===== src/rtl/nes_poll_scheduler.sv =====
// Shared NES controller bus sequencer: polls two pads in parallel and
// publishes registered, active-high button vectors with a valid strobe.
module nes_poll_scheduler #(
    parameter int LATCH_CYCLES = 300,
    parameter int HALF_CYCLES  = 150,
    parameter int POLL_PERIOD  = 416667
) (
    input  logic       clk,
    input  logic       reset_n,
    input  logic       enable,
    input  logic       poll_req,
    input  logic       nes_data_p1,
    input  logic       nes_data_p2,
    output logic       nes_latch,
    output logic       nes_pulse,
    output logic [7:0] buttons_p1,
    output logic [7:0] buttons_p2,
    output logic       valid,
    output logic       busy
);
    localparam int MAXC = (LATCH_CYCLES > HALF_CYCLES) ? LATCH_CYCLES : HALF_CYCLES;
    localparam int DW   = $clog2(MAXC) + 1;
    localparam int TW   = $clog2(POLL_PERIOD);

    localparam logic [DW-1:0] LATCH_LAST = DW'(LATCH_CYCLES - 1);
    localparam logic [DW-1:0] HALF_LAST  = DW'(HALF_CYCLES - 1);
    localparam logic [TW-1:0] TIMER_LAST = TW'(POLL_PERIOD - 1);

    typedef enum logic [2:0] {
        IDLE,
        LATCH,
        SETTLE,
        PULSE_HI,
        DONE
    } state_t;

    state_t        state, state_nxt;
    logic [DW-1:0] dly, dly_nxt;
    logic [2:0]    bit_cnt, bit_nxt;
    logic [7:0]    sr1, sr1_nxt;
    logic [7:0]    sr2, sr2_nxt;
    logic [TW-1:0] timer;
    logic          pending;
    logic          clr_pending;
    logic          wrap;
    logic [1:0]    sync1, sync2;

    assign wrap = (timer == TIMER_LAST);

    always_ff @(posedge clk or negedge reset_n) begin
        if (!reset_n) begin
            sync1 <= 2'b11;
            sync2 <= 2'b11;
            timer <= '0;
        end else begin
            sync1 <= {sync1[0], nes_data_p1};
            sync2 <= {sync2[0], nes_data_p2};
            timer <= wrap ? '0 : timer + TW'(1);
        end
    end

    // A request landing on the launch cycle survives so it gets its own poll.
    always_ff @(posedge clk or negedge reset_n) begin
        if (!reset_n)
            pending <= 1'b0;
        else if (!enable)
            pending <= 1'b0;
        else if (wrap || poll_req)
            pending <= 1'b1;
        else if (clr_pending)
            pending <= 1'b0;
    end

    always_comb begin
        state_nxt   = state;
        dly_nxt     = dly;
        bit_nxt     = bit_cnt;
        sr1_nxt     = sr1;
        sr2_nxt     = sr2;
        clr_pending = 1'b0;
        unique case (state)
            IDLE: begin
                if (pending && enable) begin
                    state_nxt   = LATCH;
                    dly_nxt     = '0;
                    bit_nxt     = '0;
                    clr_pending = 1'b1;
                end
            end
            LATCH: begin
                if (dly == LATCH_LAST) begin
                    state_nxt = SETTLE;
                    dly_nxt   = '0;
                end else begin
                    dly_nxt = dly + DW'(1);
                end
            end
            SETTLE: begin
                if (dly == HALF_LAST) begin
                    dly_nxt          = '0;
                    sr1_nxt[bit_cnt] = ~sync1[1];
                    sr2_nxt[bit_cnt] = ~sync2[1];
                    if (bit_cnt == 3'd7) begin
                        state_nxt = DONE;
                    end else begin
                        bit_nxt   = bit_cnt + 3'd1;
                        state_nxt = PULSE_HI;
                    end
                end else begin
                    dly_nxt = dly + DW'(1);
                end
            end
            PULSE_HI: begin
                if (dly == HALF_LAST) begin
                    state_nxt = SETTLE;
                    dly_nxt   = '0;
                end else begin
                    dly_nxt = dly + DW'(1);
                end
            end
            DONE: begin
                state_nxt = IDLE;
            end
            default: begin
                state_nxt = IDLE;
            end
        endcase
    end

    always_ff @(posedge clk or negedge reset_n) begin
        if (!reset_n) begin
            state      <= IDLE;
            dly        <= '0;
            bit_cnt    <= '0;
            sr1        <= '0;
            sr2        <= '0;
            nes_latch  <= 1'b0;
            nes_pulse  <= 1'b0;
            valid      <= 1'b0;
            busy       <= 1'b0;
            buttons_p1 <= '0;
            buttons_p2 <= '0;
        end else begin
            state     <= state_nxt;
            dly       <= dly_nxt;
            bit_cnt   <= bit_nxt;
            sr1       <= sr1_nxt;
            sr2       <= sr2_nxt;
            nes_latch <= (state_nxt == LATCH);
            nes_pulse <= (state_nxt == PULSE_HI);
            valid     <= (state_nxt == DONE);
            busy      <= (state_nxt != IDLE);
            if (state_nxt == DONE) begin
                buttons_p1 <= sr1_nxt;
                buttons_p2 <= sr2_nxt;
            end
        end
    end
endmodule


===== config.mk =====
export PLATFORM = sky130hd
export DESIGN_NAME = nes_poll_scheduler
export DESIGN_NICKNAME = d
export VERILOG_FILES = /design/src/rtl/nes_poll_scheduler.sv
export SDC_FILE = /design/constraint.sdc
export NUM_CORES = 1
export LEC_CHECK = 0
export BUFFER_PORTS_ARGS = -buffer_cell sky130_fd_sc_hd__buf_2
export CORE_AREA = 2 2 87 89
export DETAILED_ROUTE_END_ITERATION = 10
export DIE_AREA = 0 0 89 91
export GPL_TIMING_DRIVEN = 0
export PLACE_DENSITY = 0.74
export SLEW_MARGIN = 40
export SYNTH_ARGS = -nofsm -noshare
export SYNTH_HDL_FRONTEND = slang
export SYNTH_SLANG_ARGS = --single-unit
export TNS_END_PERCENT = 10

===== constraint.sdc =====
create_clock -name clk -period 1.8 [get_ports clk]
set_input_delay 0.27 -clock clk [delete_from_list [all_inputs] [get_ports clk]]
set_output_delay 0.27 -clock clk [all_outputs]
set_load 0.05 [all_outputs]

# After elaboration in Yosys (flattened, before gate mapping)
# Cells that the tools add are included.
# totals
elab_cells	74
ff_bits	76
output_inout_bits	20
inputBits	6
# classes
n_lt_le_gt_ge	2
n_reduce_logical	10
n_addsub	3
mux	28
n_eq_ne	14
bitwise	2
# ops
op	n
$mux W8	4
$mux W10	3
$pmux W10 S3	1
$mux W3	8
$add A19 B1 Y19 const B	1
$eq A19 B19 Y1 const B	1
$mux W19	1
$bwmux W8	2
$pmux W3 S4	1
$add A10 B1 Y10 const B	1
$eq A10 B8 Y1 const B	1
$eq A10 B9 Y1 const B	1
$eq A3 B2 Y1 const B	3
$eq A3 B1 Y1 const B	2
$eq A3 B3 Y1 const B	2
$mux W1	6
$ne A2 B2 Y1 const B	3
$pmux W3 S2	1
$reduce_bool A3 Y1	2
$lt A3 B4 Y1 const B	1
$reduce_and A4 Y1	1
$add A3 B1 Y3 const B	1
$demux W1 S3	1
$ge A3 B1 Y1 const B	1
8 further kinds	10

# Depth between registers and ports, before layout
# Gate-level depths: netlist of the first run.
# logic_depth
ltp_word	7
ltp_mapped	8
mapped_depth_nobuf	6

# Least setup slack after synthesis of the first run
# Ideal clock, no wire load.
# synth_timing
path_kind	reg-to-reg
startpoint	register dly[1]
endpoint	register buttons_p1[0]
setup_time_ns	0.125
required_time_ns	1.675
n_path_buf	1
path_slack_ns	0.025
stages_incl_launch_ff	8
t_arrival_ns	1.650
period_less_slack_ns	1.775
path_cell_list	dfrtp_1 inv_1 ha_1 nor3b_2 nand4_4 nor2_8 buf_12 mux2_4
# synth_between
elab_chain_cells	4
word_cells_on_any_way	9
classes_between	eq/ne: 3; mux: 6
# synth_lines
item	line	text
start: declaration	38	logic [DW-1:0] dly, dly_nxt;
start signal: assignment	145	dly <= dly_nxt;
$eq A10 B8 Y1 / $eq A10 B9 Y1 (equally long branches)	99, 114, 91	
$mux W3 (on tied branches)	114, 91, 99	
$pmux W3 S4 *	81	unique case (state)
via state_nxt[2]	37	state_t state, state_nxt;
$eq A3 B3 Y1 *	153	if (state_nxt == DONE) begin
end signal: assignment	154	buttons_p1 <= sr1_nxt;
end: declaration	16	output logic [7:0] buttons_p1,
# Mark *: on every way through the listed nets, which the timed path passes. The rest lies on a longest branch.
# A chain may end at the register's enable or synchronous reset.

# Worst setup path in the final report of the first run
# layout_timing
startpoint	register dly[0]
endpoint	register buttons_p1[1]
# The elaborated chain is that of the path after synthesis.

==> metrics.md, run 1 <==
| Metric | Value |
|---|---|
| Most instantiated library cell after synthesis | `dfrtp_1` |
| Top post-synthesis cells by area | `dfrtp_1 48%, o21ai_0 4.9%, mux2_4 3.6%, nand2_1 3.6%, dfstp_2 2.8%` |
| Dpl ws | `-0.209 ns` |
| Unique cell type count in the Yosys netlist | `63` |
| # clock sinks | `76` |
| Die X | `89 µm` |
| WL per Instance | `14.2 µm` |
| DP HPWL | `4900 µm` |
| Ys async rst share | `1.00` |
| ANT nets after route | `0` |
| Clock Path Buffers | `2` |
| Power Density | `776 nW/µm²` |
| Slowest-stage cell, CP | `dfrtp_1` |
| Dpl cells | `481` |
| Period utilization | `1.01` |
| Share of the yosys chip area belonging to registers | `0.506` |
| Family with the most delay on the worst path | `simple AND/OR/NAND/NOR gates` |
| Leak | `1.97 nW` |
| Synth Cell Area | `3770 µm²` |
| Clk root buf | `clkbuf_8` |
| Synth Instances | `356` |
| Mean Syn Cell Area | `10.6 µm²` |
| GRT Overall Usage | `0.192` |
| Worst-Margin Slew | `0.447 ns` |
| Layout fillers | `609` |
| Combinational share of power | `0.018` |
| Initial antenna violation count | `0` |
| Number of synthesized flops with an enable pin | `0` |
| Residual DRC | `0` |
| TritonCTS clock tree | `built` |
| Nets@finish | `415` |
| Max frequency | `552 MHz` |
| Starting DRT DRC Count | `151` |
| CTS buffer count | `9` |
| Internal | `0.00280 W` |
| Storage element area | `1910 µm²` |
| YS warnings | `0` |
| Non-filler cells, final | `507` |
| Status | `complete, but fails checks` |
| Post-synthesis register bit count | `76` |
| Max-slew headroom | `0.702` |
| CP cell instances | `ha_4, nor3b_4, nand4_4, nor2_8, buf_12, mux2_4` |
| Top-area cell type share of the netlist area | `0.478` |
| Drt first pass iters | `4` |
| Post-synth top area cell | `dfrtp_1` |
| Crit Path Category | `reg -> reg` |
| Required time of the critical path | `2.04 ns` |
| Final hold vios | `0` |
| Buffer and inverter count on the worst path | `1` |
| Critical Path Sink Type | `flip-flop` |
| RSZ-0062 raised after global routing | `yes` |
| Critical Path AT | `2.05 ns` |
| Max Cap Viol | `0` |
| Post-synth top cells | `72 x dfrtp_1, 37 x o21ai_0, 36 x nand2_1` |
| IO Count | `26` |
| Buffers on Ports | `25` |
| Hold/Removal Path Class | `in -> reg` |
| PnR worst setup slack | `-0.0111 ns` |
| Clock Skews | `0.00962 ns` |
| Chip height | `91 µm` |
| Area of the core | `7140 µm²` |
| GPL Wtd Cong | `0.796` |
| Setup violators final | `6` |
| Clk Latency, worst-skew pair | `0.36 ns` |
| Max FO, Critical Path | `10` |
| Die area | `8100 µm²` |
| Share of post-route cells with drive strength above 1 | `0.245` |
| H-tree levels | `3` |
| Critical path launch point type | `flip-flop` |
| GR Overflow Total | `0` |
| Peak per-stage delay on the critical path | `0.46 ns` |
| Via-to-Cell Ratio | `5.43` |
| Number of global-route vias before repair | `2,707` |
| VDD IR-drop max | `0.000358 V` |
| Global-route wire length before repair | `12,200 µm` |
| Clock power share | `0.488` |
| Power Total | `0.00349 W` |
| Routed WL | `7190 µm` |
| Starting Density | `0.528` |
| Clock edge transition at the registers on the reported setup and hold paths | `0.08 ns` |
| Multi-input combinational cell area | `1790 µm²` |
| Largest net degree at the start of global routing | `53` |
| Row count | `31` |
| Failing checks | `setup timing` |
| Top_reg_cell synth | `dfrtp_1` |
| Pins Over Slew Limit | `0` |
| Antenna cells | `0` |
| Via Count | `2,754` |
| Net switching power | `0.000690 W` |
| Fin crit period | `1.81 ns` |
| Mapped Nets | `368` |
| Seq pwr share | `0.493` |
| Switching Fraction | `0.198` |
| Area growth, synth to finish | `19.3%` |
==> cells by family after synthesis <==
logic type	after synthesis	synth area share
simple gates	135	0.204
compound gates	76	0.122
flops	76	0.506
buf+inv	25	0.0388
mux	20	0.0674
xor+xnor	18	0.0418
fa+ha+maj	6	0.0199
==> path summary, 6_finish.rpt <==
path	start	end	slack, ns	cells past startpoint
max in group asynchronous	reset_n	sync2[0]	0.90	3
min reg2reg	sync1[0]	sync1[1]	0.36	0
min	enable	pending	0.16	2
max reg2reg	dly[0]	buttons_p1[1]	-0.01	6
min in group asynchronous	reset_n	buttons_p1[6]	0.32	2
max	dly[0]	buttons_p1[1]	-0.01	6
==> power by group through the flow <==
| stage | Sequential (W) | Combinational, W | Clock [W] |
|---|---|---|---|
| final | 0.00172 | 0.0000644 | 0.00171 |
| after global routing | 0.00172 | 0.0000739 | 0.00181 |
| after CTS | 0.00172 | 0.0000668 | 0.00173 |
| after detailed placement | 0.00176 | 0.0000614 | 0 |
| after global placement | 0.00176 | 0.0000522 | 0 |
| after floorplan | 0.00175 | 0.00000965 | 0 |
==> metrics by stage <==
stage	utilization	area, µm²	hold slack (ns)	TNS (ns)
after floorplan	-	3770	-0.0256	0
after global placement	0.563	4020	0.347	-2.46
after detailed placement	0.568	4050	0.140	-2.71
after CTS	0.616	4400	0.150	-0.325
after global routing	0.630	4500	0.185	-1.16
final	0.630	4500	0.164	-0.0426
==> layer usage <==
layer / global-route usage / up-vias / wire [µm]
li1: - / 1360 / -
met1: 0.239 / 1328 / 3220
met2: 0.310 / 49 / 3540
met3: 0.0436 / 17 / 241
met4: 0.0896 / 0 / 182
met5: 0 / - / 0
==> layout make-up <==
cell class | instances | area share
multi-input cells | 255 | 0.399
well taps | 99 | 0.0275
flip-flops and latches | 76 | 0.424
inverters | 6 | 0.00501
repair buffers | 37 | 0.0570
clock buffers | 10 | 0.0284
clock inverters | 6 | 0.0306
plain buffers | 18 | 0.0287
==> cell usage in the layout (no fill, tap or decap), drive strengths merged, types with 3 or more instances in the layout <==
cell type / count
nor4: 7
xnor2: 12
mux2i: 4
nand4b: 3
o31ai: 8
nand2: 36
clkbuf: 18
nor3: 12
bufinv: 4
mux2: 16
dlygate4sd3: 3
o211ai: 7
nand3b: 3
inv: 6
nand3: 10
dfrtp: 72
dfstp: 4
and3: 3
ha: 6
or3b: 4
nand4: 7
o21bai: 3
nand2b: 3
nor2: 28
or2: 6
o21ai: 45
xor2: 6
buf: 44
nor3b: 3
==> repair_timing <==
item                                   4_1_cts  5_1_grt
pin swaps                                    3        2
setup endpoints to repair                   32       57
buffers inserted                             5        3
hold buffers                                 3        0
gates cloned                                 0        0
endpoints found under the hold margin       24        0
gates resized for setup                      3       26
==> sequential cells by signal (all words and copies together) (netlist names) <==
| name | flops |
|---|---|
| buttons_p2 | 8 |
| valid | 1 |
| dly | 10 |
| nes_latch | 1 |
| state | 3 |
| sr1 | 8 |
| pending | 1 |
| busy | 1 |
| bit_cnt | 3 |
| sr2 | 8 |
| timer | 19 |
| buttons_p1 | 8 |
| nes_pulse | 1 |
| sync2 | 2 |
| sync1 | 2 |
(Power assumes the default switching activity.)
==> run 2: changes to the inputs <==
Settings changed: BUFFER_PORTS_ARGS -buffer_cell sky130_fd_sc_hd__buf_2 to -buffer_cell sky130_fd_sc_hd__buf_4.
==> run 2 against run 1 <==
The flow still finishes with violations (setup timing). Critical path depth grew 2. Core utilization grew 0.67 points. Critical endpoint is now buttons_p2[0]. Largest power group unchanged. Final area grew 1.1%.
==> metrics.md, run 2 (synthesis results as in run 1) <==
| Metric | Value |
|---|---|
| Antenna cells | `0 (unchanged)` |
| Max FO, Critical Path | `4 (-6)` |
| Min-delay src | `nes_data_p2` |
| Clk root buf | `clkbuf_8` |
| PnR worst setup slack | `-0.0392 ns (-0.0280 ns)` |
| Util after Layout | `0.637 (+0.00666)` |
| RSZ-0062 raised after global routing | `yes` |
| GR Overflow Total | `0 (unchanged)` |
| Critical Path Sink Type | `flip-flop` |
| Area of the core | `7140 µm² (unchanged)` |
| Area growth, synth to finish | `20.6%` |
| Worst reg2reg startpoint | `dly[1]` |
| Max Cap Viol | `0 (unchanged)` |
| Clock edge transition at the registers on the reported setup and hold paths | `0.09 ns (about the same)` |
| Worst-Margin Slew | `0.683 ns (+0.236 ns)` |
| Dpl ws | `-0.181 ns (+0.0284 ns)` |
| Top reg by flops | `timer` |
| H-tree levels | `3 (unchanged)` |
| Final hold vios | `0 (unchanged)` |
| IO Count | `26 (unchanged)` |
| Clock power share | `0.406 (-0.082)` |
| Nets@finish | `418 (+0.72%)` |
| Layout fillers | `607 (-0.33%)` |
| # clock sinks | `76 (unchanged)` |
| Status | `complete, but fails checks` |
| Worst r2r path cells | `8 (+2)` |
| Period utilization | `1.02 (+0.0156)` |
| Critical Path AT | `2.08 ns (+0.03 ns)` |
| Drt first pass iters | `4 (unchanged)` |
| VDD IR-drop max | `0.000298 V (-17%)` |
| Setup TNS | `-0.203 ns (-0.161 ns)` |
| Crit Path Category | `reg -> reg` |
| Max-slew headroom | `0.544 (-0.158)` |
| Routed WL | `7310 µm (+1.7%)` |
| Clock Skews | `0.00896 ns (-0.000660 ns)` |
| DP HPWL | `4780 µm (-2.4%)` |
| Leak | `1.97 nW (+0.27%)` |
| Chip height | `91 µm (unchanged)` |
| Required time of the critical path | `2.04 ns (about the same)` |
| Net switching power | `0.000752 W (+8.9%)` |
| Die area | `8100 µm² (unchanged)` |
| GPL Wtd Cong | `0.790 (-0.69%)` |
| Switching Fraction | `0.251 (+0.0530)` |
| Multi-input combinational cell area | `1830 µm² (+2.2%)` |
| ANT nets after route | `0 (unchanged)` |
| Die X | `89 µm (unchanged)` |
| Clk Latency, worst-skew pair | `0.35 ns (about the same)` |
| Via Count | `2,779 (+0.91%)` |
| WL per Instance | `14.3 µm (+1.1%)` |
| CTS buffer count | `9 (unchanged)` |
| Critical path launch point type | `flip-flop` |
| Number of global-route vias before repair | `2,701 (-0.22%)` |
| Commonest non-fill, non-tap cell in the layout | `dfrtp_1` |
| Buffers on Ports | `25 (unchanged)` |
| Residual DRC | `0 (unchanged)` |
| Hold Path Depth | `1 (-1)` |
| Worst R2R End | `buttons_p2[0]` |
| Fin crit period | `1.84 ns (+0.0280 ns)` |
| GRT Overall Usage | `0.195 (+0.00393)` |
| Via-to-Cell Ratio | `5.45 (+0.31%)` |
| Initial antenna violation count | `0 (unchanged)` |
| Largest net degree at the start of global routing | `77 (+45%)` |
| Internal | `0.00225 W (-20%)` |
| Pins Over Slew Limit | `0 (unchanged)` |
| Hold Path End | `sync2[0]` |
| Share of post-route cells with drive strength above 1 | `0.270 (+0.0250)` |
| Seq pwr share | `0.574 (+0.081)` |
| Max reg flops | `19 (unchanged)` |
| Starting Density | `0.528 (unchanged)` |
| Failing checks | `setup timing` |
| Storage element area | `1910 µm² (unchanged)` |
| Global-route wire length before repair | `12,600 µm (+3.3%)` |
| Clock Path Buffers | `2 (unchanged)` |
| Setup violators final | `8 (+2)` |
| Most frequent cells in the layout | `72 x dfrtp_1, 36 x nand2_1, 30 x buf_4` |
| Max frequency | `544 MHz (-1.5%)` |
| Combinational share of power | `0.020 (+0.002)` |
| R2R setup slack | `-0.04 ns (-0.03 ns)` |
| Power Density | `660 nW/µm² (-15%)` |
| Row count | `31 (unchanged)` |
| Power Total | `0.00300 W (-14%)` |
| TritonCTS clock tree | `built` |
| Starting DRT DRC Count | `123 (-19%)` |
| Hold/Removal Path Class | `in -> reg` |
| Largest regs | `timer (19), dly (10)` |
[run 2: cell types whose count changed in the layout (fill, tap and decap cells not counted), sizes merged, moves of 2 or more]
cell      delta
bufinv       -4
clkinvlp     +4
inv          +3
buf          +2
clkinv       -2
[run 2: worst max-delay path: stages (launching register included)]
cell and delay [ns]:
dfrtp_1 0.40, inv_2 0.08, ha_4 0.12, nor3b_4 0.26, nand4_4 0.18, nor2_8 0.18
buf_6 0.12, buf_12 0.10, mux2_4 0.30
[run 2: per-stage QoR]
stage	cell area, µm²	cells	hold slack [ns]
2_1_floorplan	3770	356	-0.0256
3_3_place_gp	4080	480	0.347
3_5_place_dp	4090	480	0.341
4_1_cts	4450	508	0.00599
5_1_grt	4550	510	0.00248
6_report	4550	510	0.0173
[run 2: cell type report]
type                    count  area share
clock inverters             7      0.0129
multi-input cells         255       0.403
plain buffers              18      0.0253
clock buffers               9      0.0273
well taps                  99      0.0273
flip-flops and latches     76       0.419
repair buffers             40      0.0795
inverters                   6     0.00495
[run 2: metal layers]
metal  global-route usage  up-vias  wire, µm
met3               0.0436       13       260
met2                0.323       45      3700
met5                    0        -         0
li1                     -     1370         -
met4               0.0609        0       123
met1                0.253     1351      3230
[run 2: timing repair]
action / CTS / global route
hold buffers: 1 / 1
gates cloned: 1 / 1
endpoints found under the hold margin: 72 / 1
setup buffers: 10 / 2
pin swaps: 3 / 8
endpoints found under the setup margin: 30 / 51
resized for setup: 19 / 28
[run 2: power by group through the flow]
stage	Sequential (W)	Clock (W)	Combinational (W)
floorplan	0.00175	0	0.00000965
global placement	0.00176	0	0.0000554
detailed placement	0.00176	0	0.0000567
CTS	0.00172	0.00125	0.0000589
global route	0.00172	0.00134	0.0000699
finish	0.00172	0.00122	0.0000590
[run 2: how the worst max path moves through the flow]
stage | end | cells after the start | startpoint | slack, ns
finish | buttons_p2[0] | 8 | dly[1] | -0.04
CTS | buttons_p2[6] | 8 | dly[1] | -0.1
global route | buttons_p1[7] | 8 | dly[1] | -0.11
global placement | buttons_p2[6] | 7 | dly[1] | -0.15
detailed placement | buttons_p2[6] | 7 | dly[1] | -0.18
floorplan | buttons_p1[0] | 7 | dly[1] | 0.03
==> run 3: changes to the inputs <==
Settings changed: CORE_AREA 2 2 87 89 to 2 2 83 85, DIE_AREA 0 0 89 91 to 0 0 85 87, PLACE_DENSITY 0.74 to 0.77, TNS_END_PERCENT 10 to not set.
Clock period 1.8 ns to 1.9 ns, I/O delays scaled along.
==> run 3 against run 2 <==
The run now ends clean. Non-clock buffer count fell by 9. Final cell count fell by 5.5%. Worst hold slack improved by 0.017 ns. Maximum frequency rose by 1.3%. Sequential power fell by 5%. Critical path depth fell by 1. First-iteration DRC count rose by 21%. Core utilization rose by 2.3 points. Routed wire length fell by 5.5%. Die area fell by 8.7%. Worst setup slack improved by 0.12 ns. Final area fell by 4.6%. Critical endpoint is now buttons_p1[7].
==> metrics.md, run 3 (synthesis results as in run 1) <==
| Metric | Value |
|---|---|
| # clock sinks | `76 (unchanged)` |
| Clk root buf | `clkbuf_8` |
| R2R setup slack | `0.08 ns (+0.12 ns)` |
| Starting Density | `0.574 (+0.0457)` |
| IO Count | `26 (unchanged)` |
| Initial antenna violation count | `0 (unchanged)` |
| Residual DRC | `0 (unchanged)` |
| Fin crit period | `1.82 ns (-0.0233 ns)` |
| Via-to-Cell Ratio | `5.63 (+3.3%)` |
| Final hold vios | `0 (unchanged)` |
| Critical path launch point type | `flip-flop` |
| Max Cap Viol | `0 (unchanged)` |
| Hold WS | `0.0348 ns (+0.0174 ns)` |
| Most frequent cells in the layout | `71 x dfrtp_1, 37 x o21ai_0, 36 x nand2_1` |
| Required time of the critical path | `2.14 ns (+0.10 ns)` |
| Number of global-route vias before repair | `2,540 (-6.0%)` |
| Wl on met1 | `3310 µm (+2.5%)` |
| Area of the core | `6570 µm² (-8.0%)` |
| Uppermost routed layer | `met4` |
| Worst R2R End | `buttons_p1[7]` |
| Placed Area | `4060 µm² (-0.58%)` |
| Max FO, Critical Path | `4 (unchanged)` |
| Setup crit end | `buttons_p1[7]` |
| Via Count | `2,712 (-2.4%)` |
| Clock edge transition at the registers on the reported setup and hold paths | `0.09 ns (about the same)` |
| Share of post-route cells with drive strength above 1 | `0.226 (-0.0437)` |
| CTS buffer count | `9 (unchanged)` |
| Dpl cells | `461 (-4.0%)` |
| Slowest-stage cell, CP | `dfrtp_1` |
| Peak per-stage delay on the critical path | `0.39 ns (about the same)` |
| ANT nets after route | `0 (unchanged)` |
| Global-route wire length before repair | `12,000 µm (-4.6%)` |
| Setup violators final | `0 (-8)` |
| Family with the most delay on the worst path | `simple AND/OR/NAND/NOR gates` |
| DP HPWL | `4700 µm (-1.5%)` |
| PnR worst setup slack | `0.0841 ns (+0.123 ns)` |
| Critical Path Sink Type | `flip-flop` |
| Power Total | `0.00306 W (+2.1%)` |
| GPL Wtd Cong | `0.783 (-0.85%)` |
| Buffers on Ports | `25 (unchanged)` |
| Top reg by flops | `timer` |
| Drt first pass iters | `4 (unchanged)` |
| Power Density | `706 nW/µm² (+7.0%)` |
| Hold/Removal Path Class | `in -> reg` |
| Worst r2r path cells | `7 (-1)` |
| Dpl ws | `-0.0785 ns (+0.102 ns)` |
| Pins Over Slew Limit | `0 (unchanged)` |
| H-tree levels | `3 (unchanged)` |
| Period utilization | `0.956 (-0.0660)` |
| Stages on worst setup path | `7 (-1)` |
| Row count | `30 (-3.2%)` |
| Leak | `1.88 nW (-4.6%)` |
| Commonest non-fill, non-tap cell in the layout | `dfrtp_1` |
| WL per Instance | `14.3 µm (about the same)` |
| Min-delay src | `nes_data_p1` |
| TritonCTS clock tree | `built` |
| CP Launch Point | `dly[1]` |
| Clk Latency, worst-skew pair | `0.35 ns (about the same)` |
| Buffer and inverter count on the worst path | `2 (-1)` |
| Critical Path AT | `2.06 ns (-0.02 ns)` |
| CP cell instances | `inv_1, ha_1, nor3b_4, nand4_4, nor2_8, buf_4, mux2_2` |
| Chip height | `87 µm (-4.4%)` |
| Area growth, synth to finish | `15.1%` |
| Final instance area | `4340 µm² (-4.6%)` |
| Max reg flops | `19 (unchanged)` |
| Clock Path Buffers | `2 (unchanged)` |
| Starting DRT DRC Count | `149 (+21%)` |
| Largest regs | `timer (19), dly (10)` |
| Metal3 WL | `250 µm (-3.8%)` |
| Max frequency | `551 MHz (+1.3%)` |
| VDD IR-drop max | `0.000464 V (+56%)` |
| Max-slew headroom | `0.503 (-0.0411)` |
| Largest net degree at the start of global routing | `77 (unchanged)` |
| GRT Overall Usage | `0.205 (+0.00990)` |
| Die area | `7400 µm² (-8.7%)` |
| Die X | `85 µm (-4.5%)` |
| Worst-Margin Slew | `0.741 ns (+0.0572 ns)` |
| Non-filler cells, final | `482 (-5.5%)` |
| Nets@finish | `409 (-2.2%)` |
| Clock Skews | `0.00978 ns (+0.000822 ns)` |
| Worst reg2reg startpoint | `dly[1]` |
| Status | `finished, final reports clean` |
| GR Overflow Total | `0 (unchanged)` |
| Routed WL | `6910 µm (-5.5%)` |
| Crit Path Category | `reg -> reg` |
| Met2 WL | `3220 µm (-13%)` |
| Antenna cells | `0 (unchanged)` |
## run 3: cell count changes in the layout (fill, tap and decap cells not counted), moves of 2 or more
cell        change
mux2_4          -6
o21ai_1         -7
o21ai_0        +10
clkbuf_4        -2
mux2_2          +6
o31ai_1         +5
o31ai_2         -5
ha_1            +2
o21ai_2         -3
bufinv_16       +2
clkinvlp_4      -3
buf_6           -5
## run 3: area by class of cell
class | count | area, µm²
Buffer | 18 | 123
Fill cell | 510 | 2230
Tap cell | 80 | 100
Clock inverter | 7 | 98.8
Clock buffer | 9 | 124
Multi-Input combinational cell | 255 | 1720
Sequential cell | 76 | 1910
Timing Repair Buffer | 31 | 239
Inverter | 6 | 22.5
## run 3: how the worst min path moves through the flow
stage | end | slack (ns) | depth (start not counted)
final | sync1[0] | 0.03 | 1
after global routing | sync1[0] | 0.02 | 1
after CTS | sync1[0] | 0.03 | 1
after detailed placement | buttons_p1[6] | 0.35 | 1
after global placement | sync1[1] | 0.35 | 0
after floorplan | bit_cnt[0] | -0.01 | 0
## run 3: layer usage
metal / vias to the layer above / GRT usage
met1: 1295 / 0.272
met4: 0 / 0.0895
met5: - / 0
li1: 1354 / -
met3: 10 / 0.0379
met2: 53 / 0.332
## run 3: power by group
group / internal, W / switching [W] / leakage (nW) / total, W
sequential: 0.00163 / 0.00000604 / 0.984 / 0.00163
clock: 0.000748 / 0.000632 / 0.110 / 0.00138
combinational: 0.0000123 / 0.0000409 / 0.788 / 0.0000531
## run 3: metrics by stage
stage / util / setup TNS, ns
floorplan: - / 0
finish: 0.660 / 0
global route: 0.660 / -0.000370
CTS: 0.658 / 0
global placement: 0.618 / -0.389
detailed placement: 0.618 / -0.635
## run 3: timing repair
action                                 4_1_cts  5_1_grt
resized for setup                            1        5
hold buffers                                 1        0
setup endpoints to repair                   10       26
pin swaps                                    2        2
endpoints found under the hold margin       72        0
setup buffers                                3        2
